## src/rtl/ieee_conv_sched.sv

```systemverilog
// Shared fixed-point to IEEE-754 single converter for two requesters.
// Round-robin grant, one-bit-per-cycle normalisation, valid/ready result port.
module ieee_conv_sched #(
   parameter int unsigned INT_W    = 5,
   parameter int unsigned FRAC_W   = 5,
   parameter int unsigned EXP_BIAS = 127
) (
   input  logic              clk,
   input  logic              rst,
   input  logic              a_valid,
   output logic              a_ready,
   input  logic [INT_W-1:0]  a_in1,
   input  logic [FRAC_W-1:0] a_in2,
   input  logic              b_valid,
   output logic              b_ready,
   input  logic [INT_W-1:0]  b_in1,
   input  logic [FRAC_W-1:0] b_in2,
   output logic              res_valid,
   input  logic              res_ready,
   output logic [31:0]       out,
   output logic              res_id,
   output logic              busy
);

   localparam int unsigned W        = INT_W + FRAC_W;
   localparam int unsigned MANT_PAD = 24 - W;
   localparam logic [7:0]  EXP_INIT = 8'(EXP_BIAS + INT_W - 1);

   typedef enum logic [1:0] {
      S_IDLE = 2'd0,
      S_NORM = 2'd1,
      S_HOLD = 2'd2
   } state_t;

   state_t         state;
   logic [W-1:0]   val;
   logic [7:0]     exp_q;
   logic           last_grant;   // 0 = A, 1 = B
   logic           grant_any;
   logic           grant_b;
   logic [22:0]    mant;

   // B wins when alone, or in contention when A was served last.
   assign grant_any = (state == S_IDLE) && !rst && (a_valid || b_valid);
   assign grant_b   = b_valid && (!a_valid || !last_grant);
   assign a_ready   = grant_any && !grant_b;
   assign b_ready   = grant_any && grant_b;
   assign busy      = (state != S_IDLE);

   // Hidden leading one dropped, fraction left-aligned into 23 mantissa bits.
   assign mant = 23'(val[W-2:0]) << MANT_PAD;

   always_ff @(posedge clk) begin
      if (rst) begin
         state      <= S_IDLE;
         val        <= '0;
         exp_q      <= '0;
         last_grant <= 1'b1;
         res_valid  <= 1'b0;
         out        <= '0;
         res_id     <= 1'b0;
      end else begin
         case (state)
            S_IDLE: begin
               if (a_ready || b_ready) begin
                  val        <= b_ready ? {b_in1, b_in2} : {a_in1, a_in2};
                  exp_q      <= EXP_INIT;
                  res_id     <= b_ready;
                  last_grant <= b_ready;
                  state      <= S_NORM;
               end
            end
            S_NORM: begin
               if (val == '0) begin
                  out       <= '0;
                  res_valid <= 1'b1;
                  state     <= S_HOLD;
               end else if (val[W-1]) begin
                  out       <= {1'b0, exp_q, mant};
                  res_valid <= 1'b1;
                  state     <= S_HOLD;
               end else begin
                  val   <= val << 1;
                  exp_q <= exp_q - 8'd1;
               end
            end
            S_HOLD: begin
               if (res_ready) begin
                  res_valid <= 1'b0;
                  state     <= S_IDLE;
               end
            end
            default: state <= S_IDLE;
         endcase
      end
   end

endmodule

```

## config.mk

```make
export PLATFORM = sky130hd
export DESIGN_NAME = ieee_conv_sched
export DESIGN_NICKNAME = d
export VERILOG_FILES = /design/src/rtl/ieee_conv_sched.sv
export SDC_FILE = /design/constraint.sdc
export NUM_CORES = 1
export LEC_CHECK = 0
export ABC_AREA = 1
export CAP_MARGIN = 25
export CORE_UTILIZATION = 30
export CTS_CLUSTER_SIZE = 20
export DETAILED_ROUTE_END_ITERATION = 8
export PLACE_DENSITY = 0.66
export SKIP_LAST_GASP = 1
export SYNTH_ARGS = -nofsm -noshare
export SYNTH_HDL_FRONTEND = slang
export SYNTH_SLANG_ARGS = --single-unit
export TNS_END_PERCENT = 10
```

## constraint.sdc

```tcl
create_clock -name clk -period 1.88 [get_ports clk]
set_clock_uncertainty 0.05 [all_clocks]
set_input_delay 0.376 -clock clk [delete_from_list [all_inputs] [get_ports clk]]
set_output_delay 0.376 -clock clk [all_outputs]
set_load 0.02 [all_outputs]
```

==> run summary, run 1 <==
outcome - finished, violations left
violated checks - negative setup slack
diodes inserted - 0
RSZ-0062 raised after global routing - true
antenna violations before repair - 0
PortBufs - 46
Num CTS Buffers - 5
final setup margin - -16.21 ps
final setup vio count - 1
top cell type's share of synthesized area - 37.45%
CTS Sinks - 40
I/O Pins - 62
# Max-Cap Violations - 0
crit end category - output pin
DRT Pass-1 Iters - 4
f_max - 527.4 MHz
final period utilization - 100.9%
crit path max fanout - 3
CP cell instances - clkdlybuf4s50_1 > inv_1 > nand2_1 > nand3_2 > nor2_2 > buf_2
die area - 7469 um2
total power - 2.349 mW
CTS Buffer Depth - 2
CP Class - primary input to output pin
first-pass GRT wire length - 8259 um
TNS Setup - -16.21 ps
Root Driver - clkbuf_8
dominant cell type by area after synthesis - dfxtp_1
EDFF count, synth - 0
vias per cell - 4.308
commonest non-fill, non-tap cell in the layout - nand2_1
Pleak - 1.242 nW
Die Span Y - 86.43 um
drc violations - 0
share of cells above drive strength 1 - 10.73%
hpwl dp - 3652 um
VDD IR max - 0.3025 mV
worst path required time - 1450 ps
Clk pin slew, worst setup/hold paths - 80 ps
Core Area - 6832 um2
post-route ant nets - 0
Slowest-stage cell, CP - clkdlybuf4s50_1
Cell Rows - 30
Post-Synthesis Cells - 326
die width - 86.43 um
Final Hold Fails - 0
FFs w/ async S/R, synth - 0%
r2r setup slk - 260 ps
post-synth design cell area - 2138 um2
register area share after synthesis - 37.45%
Overflow after GRT - 0
Distinct cells, synth - 27
later-pin clock latency in the skew report - 290 ps
post-DR wirelength/cell - 10.24 um
main flop type after synthesis - dfxtp_1
vias - 2059
Hold Path Class - flip-flop to flip-flop
startpoint types - primary input
largest net degree at the start of global routing - 27
syn avg cell area - 6.559 um2
Area Growth Syn to Fin - 31.83%
placer congestion estimate - 0.8038
Crit path arrival time - 1470 ps
pwr/cell area - 833.4 nW/um2
Initial Util - 31.30%
Total Routing Usage GR - 13.82%
htree depth - 2
slowest cell delay on critical path - 510 ps
Setup Buffers After CTS - 0
top cells by area, synth - dfxtp_1 37%, nand2_1 12%, nor2_1 11%
vias in the first global route - 1864
Routed Wire Length - 4896 um
post-synthesis register bit count - 40
warnings from Yosys - 0
# hold bufs at CTS - 0
drt initial violations - 66
Period minus WS final - 1896 ps
# nets final - 407
CTS tree - built
Slew Viols, Final - 0
final core occ - 41.26%
commonest cells after routing, fill and taps aside - 70 x nand2_1, 60 x nor2_1, 43 x clkdlybuf4s50_1
## critical path: cells and delay by family
family                 cells  cell delay [ps]
and+or+nand+nor            3              350
buffers and inverters      3              740
## metrics by stage
stage               hold slack, ps  cell area (um2)  setup slack [ps]  std cells
floorplan                    394.5             2191             355.6        340
global placement             409.6             2715            -451.3        470
detailed placement           408.1             2715            -487.7        470
CTS                          422.3             2816            -119.8        478
global route                 444.1             2819            -84.90        478
finish                       418.9             2819            -16.21        478
## timing repair
action | CTS | global route
cloned | 0 | 0
endpoints found under the hold margin | 0 | 0
endpoints found under the setup margin | 3 | 11
gates resized for setup | 8 | 5
pin swaps | 0 | 1
## flip-flops by register name (all words and copies together) (netlist names)
signal and count:
res_id 1, out 17, last_grant 1, val 10
res_valid 1, exp_q 8, state 2
## cells by family after synthesis
family / synth area share, %
AND/OR/NAND/NOR: 34.99
flip-flops: 37.45
other: 0.1754
AO/OA/AOI/OAI: 11.24
XOR/XNOR: 0.8193
multiplexers: 0.4681
adder cells (fa/ha/maj): 0.5850
buffers and inverters: 14.28
## area by class of cell
type                       instances  area [um2]
clock buffer                       6       82.58
clock inverter                     2       15.01
fill                             724        4013
inverter                          35       131.4
multi-input combinational        239        1102
sequential                        40       800.8
tap                               96       120.1
timing repair buffer              60       566.8
## path summary, 6_finish.rpt
path | startpoint | to | cells after the start
max | a_valid | b_ready | 6
max reg2reg | state[1] | exp_q[5] | 7
min reg2reg | exp_q[0] | out[23] | 2
min | exp_q[0] | out[23] | 2
## power breakdown
part	switching (mW)	internal, mW
Clock	0.306	0.297
Combinational	0.445	0.283
Sequential	0.0862	0.933
## per-layer routing
layer | GRT usage [%] | routed length, um | up-vias
met5 | 0 | 0 | -
met4 | 4.545 | 28 | 0
met3 | 3.048 | 257 | 3
met2 | 21.43 | 2130 | 60
met1 | 19.01 | 2480 | 887
li1 | - | - | 1109
## synthesized netlist by cell type, types with 2 or more instances
library cell   n
buf_4         15
inv_1         31
a21oi_1       23
inv_2          4
buf_2          4
buf_6          2
nor2_4         2
dfxtp_1       40
nor2_1        62
nand3_2        3
nand3_1       33
nand2_1       70
o21ai_0        8
clkbuf_1       5
o21ai_1       12
Note: power is estimated with default switching activity, not from simulation.
==> inputs of run 2 (changes only) <==
--- a/config.mk
+++ b/config.mk
@@ -6,6 +6,7 @@
 export NUM_CORES = 1
 export LEC_CHECK = 0
 export ABC_AREA = 1
+export ABC_CLOCK_PERIOD_IN_PS = 1880
 export CAP_MARGIN = 25
 export CORE_UTILIZATION = 30
 export CTS_CLUSTER_SIZE = 20
==> results of run 2 <==
Final layout, timing and power as in run 1 (identical DEF).
==> variant 1, RTL diff (settings of run 1) <==
Set the parameter `FRAC_W` to 4 (it was 5).
--- a/src/rtl/ieee_conv_sched.sv
+++ b/src/rtl/ieee_conv_sched.sv
@@ -3,5 +3,5 @@
 module ieee_conv_sched #(
    parameter int unsigned INT_W    = 5,
-   parameter int unsigned FRAC_W   = 5,
+   parameter int unsigned FRAC_W   = 4,
    parameter int unsigned EXP_BIAS = 127
 ) (
Interface: changed (resized a_in2 and b_in2); port bits go from 62 to 60. The function was not compared with the original's and may differ.
==> variant 1 against run 1 <==
The run ends with design-rule violations left. First-iteration DRC count increased by 41%. Count of clock-buffer cells in the layout is 1 higher. Setup slack improved by 0.098 ns. Area after synthesis shrank 4.8%. Critical path depth shrank 3. Non-clock buffer count unchanged. Global-route usage is essentially flat. Sequential cell count fell by 2. Worst hold slack worse by 0.0057 ns. Final area fell by 6.2%. Routed wire length shrank 7.4%. Total power fell by 3.8%. Critical path type is now reg -> out.
==> variant 1: results (changes against run 1) <==
- Placed cells: 437 (-7.0%)
- XOR/XNOR Fraction of Synth Area: 0 (-0.008192)
- Reg area: 760.7 µm² (-5.0%)
- Post-DP HPWL: 3392 µm (-7.1%)
- Failing checks: design-rule violations
- Top Registers: out: 16 flops, val: 9 flops, exp_q: 8 flops
- Register-to-Register Path Depth: 10 (+3)
- Gate Count Post-Synth: 315 (-3.4%)
- Commonest cells in the netlist: nand2_1, a21oi_1, dfxtp_1, inv_1, nor2_1
- Avg Vias per Cell: 4.438 (+3.0%)
- Largest cells by area after synthesis: dfxtp_1, nand2_1, a21oi_1
- Final nets: 393 (-3.4%)
- Worst reg-to-reg setup slack: 0.21 ns (-0.05 ns)
- Status: complete, but fails checks
- Vias: 1984 (-3.6%)
- Largest net degree at the start of global routing: 22 (-19%)
- Leakage Power: 1.223 nW (-1.5%)
- Final period util: 0.9567 (-0.05195)
- Post-Synth Adder-Cell Area: 0.006146 (+0.0002949)
- FILL cells: 701 (-3.2%)
- Share of cells above drive strength 1: 0.09730 (-0.01003)
- Sequential fraction of the synthesis area: 0.3737 (-0.0007941)
- Psw: 784.9 µW (-6.2%)
- Post-route DRC violation count: 9 (+9)
- Fin Hold WS: 0.4132 ns (-0.005724 ns)
- WL/cell: 10.15 µm (-0.95%)
- Total GRT Usage: 0.1379 (-0.0003087)
[variant 1: cell count changes in the layout (fill, tap and decap cells not counted), sizes merged, moves of 5 or more]
cell	run 1	this run
nand3	36	28
clkdlybuf4s50	43	38
a21oi	24	41
nand2	72	89
o21ai	21	7
nor2	65	39
inv	35	40
[variant 1: metal layers]
layer,vias up,global-route usage,wire length [µm]
li1,1054,-,-
met1,862,0.1852,2218
met2,63,0.2206,2008
met3,5,0.02458,243
met4,0,0.05393,64
met5,-,0,0
[variant 1: power by group through the flow]
stage / sequential, mW / combinational [mW] / clock [mW]
finish: 0.968 / 0.709 / 0.583
global route: 0.981 / 0.808 / 0.629
CTS: 0.965 / 0.700 / 0.595
detailed placement: 0.984 / 0.699 / 0
global placement: 0.982 / 0.685 / 0
floorplan: 0.976 / 0.522 / 0
[variant 1: worst paths after layout]
kind,endpoint,startpoint
max,busy,state[1]
min,out[16],out[16]
max reg2reg,exp_q[2],state[1]
min reg2reg,out[16],out[16]
[variant 1: cells by family (layout without fill, tap and decap cells)]
group | count (synthesis) | count (layout)
flip-flops | 38 | 38
buffers and inverters | 68 | 108
adder cells (fa/ha/maj) | 1 | 1
AO/OA/AOI/OAI | 49 | 49
other | 1 | 16
AND/OR/NAND/NOR | 158 | 158
[variant 1: final cells by class]
class / count / share of cell area
multi-input cells: 224 / 0.3728
flip-flops and latches: 38 / 0.2876
repair buffers: 60 / 0.2119
inverters: 40 / 0.05676
well taps: 77 / 0.03642
clock buffers: 7 / 0.03264
clock inverters: 1 / 0.001892
[variant 1: what timing repair did]
| item | in CTS | in global routing |
|---|---|---|
| gates resized for setup | 7 | 9 |
| endpoints found under the setup margin | 2 | 7 |
| pin swaps | 0 | 1 |
| endpoints found under the hold margin | 0 | 0 |
| buffers inserted | 0 | 2 |
==> variant 2, RTL diff (config.mk and constraints of run 1) <==
Without the edit above. Make the reset (`rst`) asynchronous in one clocked block.
--- a/src/rtl/ieee_conv_sched.sv
+++ b/src/rtl/ieee_conv_sched.sv
@@ -51,5 +51,5 @@
    assign mant = 23'(val[W-2:0]) << MANT_PAD;
 
-   always_ff @(posedge clk) begin
+   always_ff @(posedge clk or posedge rst) begin
       if (rst) begin
          state      <= S_IDLE;
Function: differs if rst is asserted again (counterexample within 4 cycles, from zero or initial values and one cycle with rst high); with rst held inactive, the same outputs for 4 cycles.
==> variant 2 against run 1 <==
Sequential cell count unchanged. Final area increased by 4.2%. Routed wire length increased by 6.7%. Via count decreased by 1.9%. Area after synthesis increased by 4.8%. Critical endpoint is now a_ready. Final cell count decreased by 4.8%. Setup slack improved by 0.093 ns.
Power is not compared: it rests on default switching activity, and its combinational part moved more than twofold at a synthesized area within 25%.
==> variant 2: results (changes against run 1) <==
- Status: finished clean
- First-pass GRT wire length: 8990 µm (+8.9%)
- Final nets: 381 (-6.4%)
- Layout Cells excl Fill: 455 (-4.8%)
- Max Fanout on Critical Path: 3 (unchanged)
- Largest net degree at the start of global routing: 41 (+52%)
- Clock root buffer: clkbuf_8
- Share of cells above drive strength 1: 0.1236 (+0.01627)
- Worst skew pair latency: 0.29 ns (about the same)
- Commonest cells in the netlist: nand2_1, nand3_1, dfrtp_1, inv_1, nor2_1
- Final wirelength: 5223 µm (+6.7%)
- Detailed Route Iter0 Violations: 137 (+110%)
- Initial antenna violation count: 0 (unchanged)
- Critical path arrival: 1.38 ns (-0.09 ns)
- Gate Count Post-Synth: 293 (-10%)
- Placed cells: 447 (-4.9%)
- IR drop worst, VDD: between 0.0006 and 0.0007 V
- Async set or reset register ratio after synthesis: 1.000 (+1.000)
- Post-synth EDFFs: 0 (unchanged)
- Num CTS Buffers: 5 (unchanged)
- Synth cell types: 28 (+3.7%)
- Total GRT Usage: 0.1487 (+0.01049)
- TritonRoute pass-1 iters: 4 (unchanged)
- Worst min path class: in -> async
- Sequential fraction of the synthesis area: 0.4472 (+0.07275)
- I/O Buffers: 46 (unchanged)
- Synth warnings: 0 (unchanged)
- Vias in the first global route: 1881 (+0.91%)
- Clock slew at reported path FFs: 0.08 ns (about the same)
- Htree depth: 2 (unchanged)
- Maximum clock insertion buffer count: 2 (unchanged)
- Main synth FF type: dfrtp_1
- Worst Max-Slew Pin Slew: ~0.50 ns
- Routability Congestion: 0.7928 (-1.4%)
- Top Registers: out: 17 flops, val: 10 flops, exp_q: 8 flops
- Largest cells by area after synthesis: dfrtp_1, nand2_1, nand3_1
- Avg Vias per Cell: 4.440 (+3.1%)
- Post-DP HPWL: 4008 µm (+9.8%)
==> variant 2: cell count changes after synthesis, sizes merged, moves of 4 or more <==
cell    delta
nand2     +21
a21oi     -22
nor2      -40
o21bai     +9
dfxtp     -40
inv        -8
nand3      +9
clkbuf     -4
dfrtp     +39
==> variant 2: cells by family after synthesis <==
group / count (synthesis) / share of synthesized area
fa+ha+maj: 1 / 0.005583
buf+inv: 52 / 0.1279
compound gates: 34 / 0.08989
simple gates: 163 / 0.3199
flops: 40 / 0.4472
xor+xnor: 2 / 0.007818
other cells: 1 / 0.001673
==> variant 2: cell type report <==
| class | instances | area (µm²) |
|---|---|---|
| Sequential cell | 40 | 1002 |
| Timing Repair Buffer | 65 | 603.1 |
| Multi-Input combinational cell | 215 | 1007 |
| Clock inverter | 2 | 10.01 |
| Clock buffer | 6 | 82.58 |
| Fill cell | 754 | 4315 |
| Tap cell | 99 | 123.9 |
| Inverter | 28 | 108.9 |
==> variant 2: worst max-delay path, stage by stage <==
cell and delay, ns:
clkdlybuf4s50_1 0.48, nand2_1 0.05, nand2_1 0.10, clkinv_1 0.09
nor2_1 0.10, clkbuf_2 0.17
==> variant 2: routing by layer <==
layer	part of all wire	routed length (µm)	global-route usage	vias to the layer above
met5	0	0	0	-
met3	0.060	313	0.02799	9
met1	0.47	2436	0.2056	911
met4	0.019	97	0.05865	0
met2	0.45	2375	0.2301	74
li1	-	-	-	1026
==> variant 2: final timing paths <==
path | start | endpoint | slack [ns] | depth (start not counted)
worst min-delay path | rst | val[9] | 0.35 | 3
worst max-delay path | a_valid | a_ready | 0.08 | 6
min in group clk | last_grant | last_grant | 0.44 | 2
max in group asynchronous | rst | val[6] | 1.07 | 3
worst max register to register | state[0] | out[22] | 0.25 | 9
worst min register to register | last_grant | last_grant | 0.44 | 2
==> variant 2: power by group <==
part | switching, mW | internal (mW)
Clock | 0.292 | 0.293
Combinational | 1.50 | 1.07
Sequential | 0.300 | 1.26
Total | 2.09 | 2.62
==> variant 2: stage by stage <==
stage,setup WS (ns),instance area [µm²]
2_1_floorplan,-0.001284,2302
5_1_grt,-0.01084,2938
4_1_cts,-0.1080,2945
3_3_place_gp,-0.3948,2858
3_5_place_dp,-0.4100,2858
6_report,0.07724,2938
==> variant 2: repair_timing <==
action,CTS,global route
endpoints found under the setup margin,3,2
setup buffers,0,0
resized for setup,4,4
endpoints found under the hold margin,0,0
